$ cat src/rtl/ika2151_pkg.sv
// rtl/ika2151_pkg.sv - shared slot-count constants and types for the IKA2151 core
package ika2151_pkg;

    localparam int SLOTS_DEF = 32;
    localparam int CYCLE_W   = $clog2(SLOTS_DEF);

    typedef logic [CYCLE_W-1:0] cycle_t;

    function automatic logic is_last_slot(input cycle_t c);
        return c == cycle_t'(SLOTS_DEF - 1);
    endfunction

endpackage

$ cat src/rtl/ika2151_cendiv.sv
// rtl/ika2151_cendiv.sv - divides a clock enable into rising/falling-edge enables
module ika2151_cendiv #(
    parameter int DIV = 2
) (
    input  logic clk,
    input  logic rst_n,
    input  logic i_en_n,
    output logic o_pcen_n,
    output logic o_ncen_n
);

    localparam int PW = (DIV > 2) ? $clog2(DIV) : 1;
    localparam logic [PW-1:0] P_LAST = PW'(DIV - 1);
    localparam logic [PW-1:0] P_HALF = PW'(DIV / 2 - 1);

    logic          en;
    logic [PW-1:0] p_q;
    logic [PW-1:0] p_d;

    assign en = ~i_en_n;

    always_comb begin
        p_d = p_q;
        if (en) begin
            p_d = (p_q == P_LAST) ? '0 : p_q + PW'(1);
        end
    end

    always_ff @(posedge clk or negedge rst_n) begin
        if (!rst_n) begin
            p_q <= '0;
        end else begin
            p_q <= p_d;
        end
    end

    // Gated by rst_n so both enables read deasserted the instant reset asserts.
    assign o_ncen_n = ~(rst_n & en & (p_q == P_HALF));
    assign o_pcen_n = ~(rst_n & en & (p_q == P_LAST));

endmodule

$ cat src/rtl/ika2151_timinggen.sv
// rtl/ika2151_timinggen.sv - phi1 enables, slot counter and IC sync; IKA2151_IC_SYNC_EN selects 2-flop IC sync
module ika2151_timinggen
    import ika2151_pkg::*;
#(
    parameter int SLOTS    = SLOTS_DEF,
    parameter int PHIM_DIV = 2
) (
    input  logic                     i_EMUCLK,
    input  logic                     i_RST_n,
    input  logic                     i_phiM_PCEN_n,
    input  logic                     i_IC_n,
    output logic                     o_phi1_PCEN_n,
    output logic                     o_phi1_NCEN_n,
    output logic [$clog2(SLOTS)-1:0] o_CYCLE,
    output logic                     o_CYCLE_LAST,
    output logic                     o_CNTRRST,
    output logic                     o_IC_n
);

    localparam int CW = $clog2(SLOTS);
    localparam logic [CW-1:0] SLOT_LAST = CW'(SLOTS - 1);

    logic          pcen;
    logic          ic_q;
    logic          ic_d;
    logic [CW-1:0] cnt_q;
    logic [CW-1:0] cnt_d;
`ifdef IKA2151_IC_SYNC_EN
    logic          ic_meta_q;
    logic          ic_meta_d;
`endif

    ika2151_cendiv #(
        .DIV(PHIM_DIV)
    ) u_cendiv (
        .clk      (i_EMUCLK),
        .rst_n    (i_RST_n),
        .i_en_n   (i_phiM_PCEN_n),
        .o_pcen_n (o_phi1_PCEN_n),
        .o_ncen_n (o_phi1_NCEN_n)
    );

    assign pcen = ~o_phi1_PCEN_n;

    always_comb begin
        ic_d  = ic_q;
        cnt_d = cnt_q;
`ifdef IKA2151_IC_SYNC_EN
        ic_meta_d = ic_meta_q;
`endif
        if (pcen) begin
`ifdef IKA2151_IC_SYNC_EN
            ic_meta_d = i_IC_n;
            ic_d      = ic_meta_q;
`else
            ic_d      = i_IC_n;
`endif
            // The load decision uses ic_q before this edge, so slot 0 follows IC release.
            if (!ic_q || cnt_q == SLOT_LAST) begin
                cnt_d = '0;
            end else begin
                cnt_d = cnt_q + CW'(1);
            end
        end
    end

    always_ff @(posedge i_EMUCLK or negedge i_RST_n) begin
        if (!i_RST_n) begin
            ic_q      <= 1'b0;
            cnt_q     <= '0;
`ifdef IKA2151_IC_SYNC_EN
            ic_meta_q <= 1'b0;
`endif
        end else begin
            ic_q      <= ic_d;
            cnt_q     <= cnt_d;
`ifdef IKA2151_IC_SYNC_EN
            ic_meta_q <= ic_meta_d;
`endif
        end
    end

    assign o_CYCLE      = cnt_q;
    assign o_CYCLE_LAST = (cnt_q == SLOT_LAST);
    assign o_CNTRRST    = (cnt_q == SLOT_LAST) & ic_q;
    assign o_IC_n       = ic_q;

endmodule

$ cat config.mk
export PLATFORM = sky130hd
export DESIGN_NAME = ika2151_timinggen
export DESIGN_NICKNAME = d
export VERILOG_FILES = /design/src/rtl/ika2151_pkg.sv /design/src/rtl/ika2151_cendiv.sv /design/src/rtl/ika2151_timinggen.sv
export SDC_FILE = /design/constraint.sdc
export NUM_CORES = 1
export LEC_CHECK = 0
export CORE_AREA = 4 4 41 43
export DETAILED_ROUTE_END_ITERATION = 10
export DIE_AREA = 0 0 45 47
export SYNTH_ARGS = -nofsm -noshare
export SYNTH_HDL_FRONTEND = slang
export SYNTH_SLANG_ARGS = --single-unit
$ cat constraint.sdc
create_clock -name i_EMUCLK -period 1.63 [get_ports i_EMUCLK]
set_input_delay 0.163 -clock i_EMUCLK [delete_from_list [all_inputs] [get_ports i_EMUCLK]]
set_output_delay 0.163 -clock i_EMUCLK [all_outputs]
set_load 0.03 [all_outputs]
==> results of run 1 <==
-- through the flow --
stage | setup WS [ps] | hold slack (ps) | total power, mW | setup TNS (ps) | util, %
floorplan | 17.4 | -133 | 0.549 | 0 | -
global route | -19.0 | 238 | 0.975 | -33.0 | 50.2
CTS | -103 | 223 | 0.921 | -103 | 49.6
detailed placement | -204 | 484 | 0.766 | -349 | 47.6
global placement | -208 | 494 | 0.760 | -347 | 47.6
finish | 27.3 | 229 | 0.910 | 0 | 50.2
-- synthesized netlist by cell type (2+ instances only) --
cell,n,share of area (%)
sky130_fd_sc_hd__o21ai_0,3,4.0
sky130_fd_sc_hd__nand2_1,5,5.0
sky130_fd_sc_hd__dfrtp_1,7,47
sky130_fd_sc_hd__nand2b_1,2,3.3
sky130_fd_sc_hd__ha_1,2,6.7
-- worst register-to-register path, cell delays in order (launching register included) --
cell and delay [ps]:
sky130_fd_sc_hd__dfrtp_2 420, sky130_fd_sc_hd__ha_4 160, sky130_fd_sc_hd__and3_4 180, sky130_fd_sc_hd__ha_4 150, sky130_fd_sc_hd__buf_6 110, sky130_fd_sc_hd__and2b_2 270, sky130_fd_sc_hd__a21oi_2 70, sky130_fd_sc_hd__o22ai_1 150
-- per-layer routing --
layer  global-route usage (%)  routed length [um]
met4                     5.26                   0
met2                     11.6                 306
met1                     10.6                 374
met5                        0                   0
met3                     2.68                  66
-- final cells by class --
| cell class | instances | area (um^2) | share of cell area [%] |
|---|---|---|---|
| multi-input combinational | 26 | 230 | 35.2 |
| inverter | 1 | 3.75 | 0.575 |
| tap | 15 | 18.8 | 2.87 |
| sequential | 7 | 178 | 27.2 |
| clock buffer | 4 | 26.3 | 4.02 |
| timing repair buffer | 22 | 196 | 30.1 |
-- kinds of logic after synthesis --
family	synth area share [%]
simple gates	28.7
compound gates	10.7
flops	46.7
fa+ha+maj	6.67
xor+xnor	2.33
buf+inv	0.999
mux	4.00
-- power groups by stage --
stage	clock (mW)	sequential, mW	combinational [mW]
finish	0.152	0.278	0.480
global route	0.166	0.288	0.522
CTS	0.159	0.279	0.483
detailed placement	0	0.282	0.484
global placement	0	0.282	0.478
floorplan	0	0.387	0.162
-- repair_timing --
| item | 4_1_cts | 5_1_grt |
|---|---|---|
| cloned | 0 | 0 |
| pin swaps | 0 | 3 |
| hold buffers | 0 | 0 |
| endpoints found under the setup margin | 2 | 4 |
| endpoints found under the hold margin | 0 | 0 |
| resized for setup | 4 | 7 |
-- sequential cells by signal, indices dropped and copies added, names as in the netlist --
signal and count:
u_cendiv.p_q 1, o_IC_n 1, o_CYCLE 5
-- worst paths after layout --
check                            from      endpoint  slack [ps]  cells past startpoint
hold / removal                i_RST_n  u_cendiv.p_q         230                      2
setup / recovery           o_CYCLE[0]     o_CNTRRST          30                      5
hold reg to reg            o_CYCLE[4]    o_CYCLE[4]         570                      2
max in group asynchronous     i_RST_n    o_CYCLE[0]        1250                      2
setup reg to reg           o_CYCLE[0]    o_CYCLE[3]          50                      7
min in group i_EMUCLK          i_IC_n        o_IC_n         540                      2
==> flow_metrics.tcl, run 1 <==
set metrics [dict create \
    status "finished clean" \
    nFillCells 136 \
    synth_cell_type_count 20 \
    syn-cell-area_um2 375 \
    layout.cell_area.non_filler_um2 653 \
    timing.critical_path.cells "ha_4, and3_4, ha_4, and2_1, buf_6" \
    final_hold_viol_count 0 \
    crit_path_frequent_cell "sky130_fd_sc_hd__ha_4" \
    layout_cell_share_with_drive_strength_beyond_1_pct 45.0 \
    die-area_um2 2120 \
    syn_nets 40 \
    crit_path_top_delay_cell "sky130_fd_sc_hd__dfrtp_2" \
    synth-seq-area-share_pct 46.7 \
    routed_antenna_nets 0 \
    grt_start_max_net_pins 11 \
    clock_sinks 7 \
    post-route-period-util_pct 98.3 \
    total_number_of_vias 328 \
    timing_max_transition_violations_final 0 \
    synth.ff_latch_count 7 \
    floorplan.die.height_um 47 \
    initial_core_utilization_pct 28.8 \
    clkLatencyLatePin_ps 240 \
    max_cap_viol_count 0 \
    post-route-min-period_ps 1600 \
    yosys_warnings 0 \
    power.density_nw_per_um2 1390 \
    grt_antenna_before_repair 0 \
    route.detailed.drc 0 \
    grt_pass1_wl_um 1210 \
    layout_commonest_cell "sky130_fd_sc_hd__buf_4" \
    finalClockSkew_ps 1.48 \
    post_synth_top_flop "sky130_fd_sc_hd__dfrtp_1" \
    finalWirelength_um 747 \
    netSwitchingFraction_pct 38.5 \
    layout.cells.most_common_list "sky130_fd_sc_hd__buf_4 (10), sky130_fd_sc_hd__clkdlybuf4s50_1 (9), sky130_fd_sc_hd__nand2_1 (5), sky130_fd_sc_hd__dfrtp_1 (5)" \
    irDropWorstVdd_mv 0.686 \
    core_area_um2 1300 \
    layout-area-overhead-vs-synth_pct 74.0 \
    synth_edf_count 0 \
    rsz0062_at_grt "true" \
    critPathKind "reg2out" \
    initialDrtViolationCount 3 \
    slew-limit-headroom_pct 79.2 \
    drt_pre_antenna_iters 4 \
    hp-class "in2async" \
    timing.critical_path.slowest_cell_delay_ps 420 \
    gp_congestion 0.678 \
    cts_buffer_depth 2 \
    route.detailed.wl_per_inst_um 9.96 \
    crit_required_ps 1470 \
    viasPerCell 4.37 \
    std_cell_rows 13 \
    setup_viol 0 \
    dp_hpwl_um 595 \
    cts_setup_buffers 0 \
    placement.cell_area_um2 619 \
    port-buffer-count 13 \
    power.net_switching_mw 0.350 \
    critical_path_arrival_ps 1440 \
    crit_path_end_kind "primary output" \
    tritoncts "done" \
    pwr-share-seq_pct 30.5 \
    worst_margin_slew_ps 311 \
    comb_power_share_pct 52.7 \
    ant_diodes 0 \
    total_leakage_power_nw 0.290 \
    grt_usage_pct 8.19 \
    cp.buffers_inverters 1 \
    cts.htree.levels 1 \
    internal_mw 0.560 \
    highest_clock_rate_mhz 624 \
    crit_fanout 2 \
    synth-async-reset-ratio_pct 100 \
    timing.critical_path.from_type "register" \
    cts.root.buffer_cell "sky130_fd_sc_hd__clkbuf_4" \
    placed_cells_incl_taps 71 \
    clkTransAtPathRegs_ps 50 \
    fin_nets 67 \
    share_clk_of_total_power_pct 16.7 \
    via_count_of_the_first_global_routing_pass 306 \
    io_pins 14 \
    grt_remaining_overflow 0 \
    synth_area_per_cell_um2 11.0 \
    path_delay_family "flip-flops" \
    final_cell_count_no_fill 75 \
    fp.dieW_um 45 \
    number_of_clock_buffers_inserted_by_tritoncts 3 \
    postSynthCellCount 34 \
]
Power figures use the tool's default switching activity.
==> inputs of run 2 (changes only) <==
--- a/config.mk
+++ b/config.mk
@@ -5,7 +5,9 @@
 export SDC_FILE = /design/constraint.sdc
 export NUM_CORES = 1
 export LEC_CHECK = 0
+export ABC_CLOCK_PERIOD_IN_PS = 1700
 export CORE_AREA = 4 4 41 43
+export CTS_CLUSTER_DIAMETER = 200
 export DETAILED_ROUTE_END_ITERATION = 10
 export DIE_AREA = 0 0 45 47
 export SYNTH_ARGS = -nofsm -noshare
==> constraint.sdc (replaced) <==
create_clock -name i_EMUCLK -period 1.7 [get_ports i_EMUCLK]
set_input_delay 0.17 -clock i_EMUCLK [delete_from_list [all_inputs] [get_ports i_EMUCLK]]
set_output_delay 0.17 -clock i_EMUCLK [all_outputs]
set_load 0.03 [all_outputs]
==> flow_metrics.tcl, run 2 (synthesis gave the netlist of run 1 again) <==
set metrics [dict create \
    multi_input_comb_area_um2 220 \
    slew-limit-headroom_pct 79.1 \
    initial_core_utilization_pct 28.8 \
    layout_cell_share_with_drive_strength_beyond_1_pct 44.1 \
    crit_fanout 3 \
    final_hold_viol_count 0 \
    grt_usage_pct 9.47 \
    hp-class "in2async" \
    largest_register_ffs 5 \
    wl_met2_um 410 \
    timing.critical_path.from_type "register" \
    rsz0062_at_grt "false" \
    placement.cell_area_um2 597 \
    power.density_nw_per_um2 1380 \
    ant_diodes 0 \
    port-buffer-count 13 \
    drt_pre_antenna_iters 2 \
    grt_antenna_before_repair 0 \
    number_of_clock_buffers_inserted_by_tritoncts 3 \
    critPathKind "reg2out" \
    clkLatencyLatePin_ps 240 \
    dp_hpwl_um 654 \
    fin_nets 66 \
    placed_cells_incl_taps 70 \
    hold_slack_ps 246 \
    grt_remaining_overflow 0 \
    timing_max_transition_violations_final 0 \
    layout_setup_ws_ps 52.3 \
    clock_sinks 7 \
    finalWirelength_um 845 \
    initialDrtViolationCount 3 \
    seqCellArea_um2 178 \
    critical_path_arrival_ps 1480 \
    route.detailed.wl_per_inst_um 11.4 \
    max_cap_viol_count 0 \
    setup_viol 0 \
    cts.root.buffer_cell "sky130_fd_sc_hd__clkbuf_4" \
    grt_start_max_net_pins 11 \
    met1Wirelength_um 372 \
    layout.cell_area.non_filler_um2 623 \
    dp_slack_ps -169 \
    total_leakage_power_nw 0.282 \
    cts.htree.levels 1 \
    status "finished clean" \
    worst_margin_slew_ps 312 \
    final_cell_count_no_fill 74 \
    io_pins 14 \
    viasPerCell 4.54 \
    top_layer_used "met4" \
    tritoncts "done" \
    wl_met3_um 51 \
    nFillCells 128 \
    std_cell_rows 13 \
    post-route-min-period_ps 1650 \
    irDropWorstVdd_mv 0.712 \
    floorplan.die.height_um 47 \
    post-route-period-util_pct 96.9 \
    via_count_of_the_first_global_routing_pass 333 \
    holdBufCountCts 0 \
    total_number_of_vias 336 \
    layout.cells.most_common_list "sky130_fd_sc_hd__clkdlybuf4s50_1 (9), sky130_fd_sc_hd__buf_4 (9), sky130_fd_sc_hd__nand2_1 (5), sky130_fd_sc_hd__dfrtp_1 (5)" \
    crit_path_end_kind "primary output" \
    die-area_um2 2120 \
    finalClockSkew_ps 0.720 \
    routed_antenna_nets 0 \
    route.detailed.drc 0 \
    fp.dieW_um 45 \
    grt_pass1_wl_um 1410 \
    clkTransAtPathRegs_ps 50 \
    crit_required_ps 1530 \
    cts_buffer_depth 2 \
    highest_clock_rate_mhz 607 \
    layout-area-overhead-vs-synth_pct 66.0 \
    core_area_um2 1300 \
    setup_tns_ps 0 \
    gp_congestion 0.746 \
]
-- run 2: cell types whose count changed in the layout (fill, tap and decap cells not counted), sizes merged --
cell and delta:
buf -2, clkbuf +1
-- run 2: path summary, 6_finish.rpt --
kind	cells past startpoint	slack (ps)	start	to
setup / recovery	5	50	o_CYCLE[0]	o_CNTRRST
hold / removal	2	250	i_RST_n	o_CYCLE[1]
setup reg to reg	7	100	o_CYCLE[0]	o_CYCLE[3]
hold reg to reg	1	570	o_IC_n	o_IC_n
max in group asynchronous	2	1300	i_RST_n	o_CYCLE[0]
min in group i_EMUCLK	2	540	i_IC_n	o_IC_n
-- run 2: area by class of cell --
type / count / area share (%)
clock buffers: 4 / 4.22
inverters: 1 / 0.602
multi-input cells: 26 / 35.3
flip-flops and latches: 7 / 28.5
well taps: 15 / 3.01
repair buffers: 21 / 28.3
-- run 2: power by group --
group,switching [mW],leakage [nW],internal [mW]
clock,0.0596,0.0150,0.0895
combinational,0.237,0.179,0.215
sequential,0.0360,0.0887,0.223
total,0.333,0.282,0.528
-- run 2: worst max-delay path, stage by stage, from the launching register on --
cell,delay (ps)
sky130_fd_sc_hd__dfrtp_2,400
sky130_fd_sc_hd__ha_2,190
sky130_fd_sc_hd__and3_4,180
sky130_fd_sc_hd__ha_4,160
sky130_fd_sc_hd__and2_1,140
sky130_fd_sc_hd__buf_2,170
-- run 2: stage by stage --
step                      util (%)  power [mW]
after global placement        45.9       0.706
after global routing          47.9       0.916
after floorplan                  -       0.510
final                         47.9       0.861
after detailed placement      45.9       0.709
after CTS                     47.8       0.864
-- run 2: repair_timing --
| item | in CTS | in global routing |
|---|---|---|
| pin swaps | 0 | 0 |
| gates cloned | 0 | 0 |
| setup buffers | 0 | 0 |
| endpoints found under the setup margin | 3 | 6 |
| gates resized for setup | 5 | 7 |
-- run 2: metal layers --
| metal | GRT usage (%) | vias up |
|---|---|---|
| met1 | 11.6 | 156 |
| met3 | 2.30 | 2 |
| li1 | - | 168 |
| met4 | 7.02 | 0 |
| met2 | 14.4 | 10 |
| met5 | 0 | - |
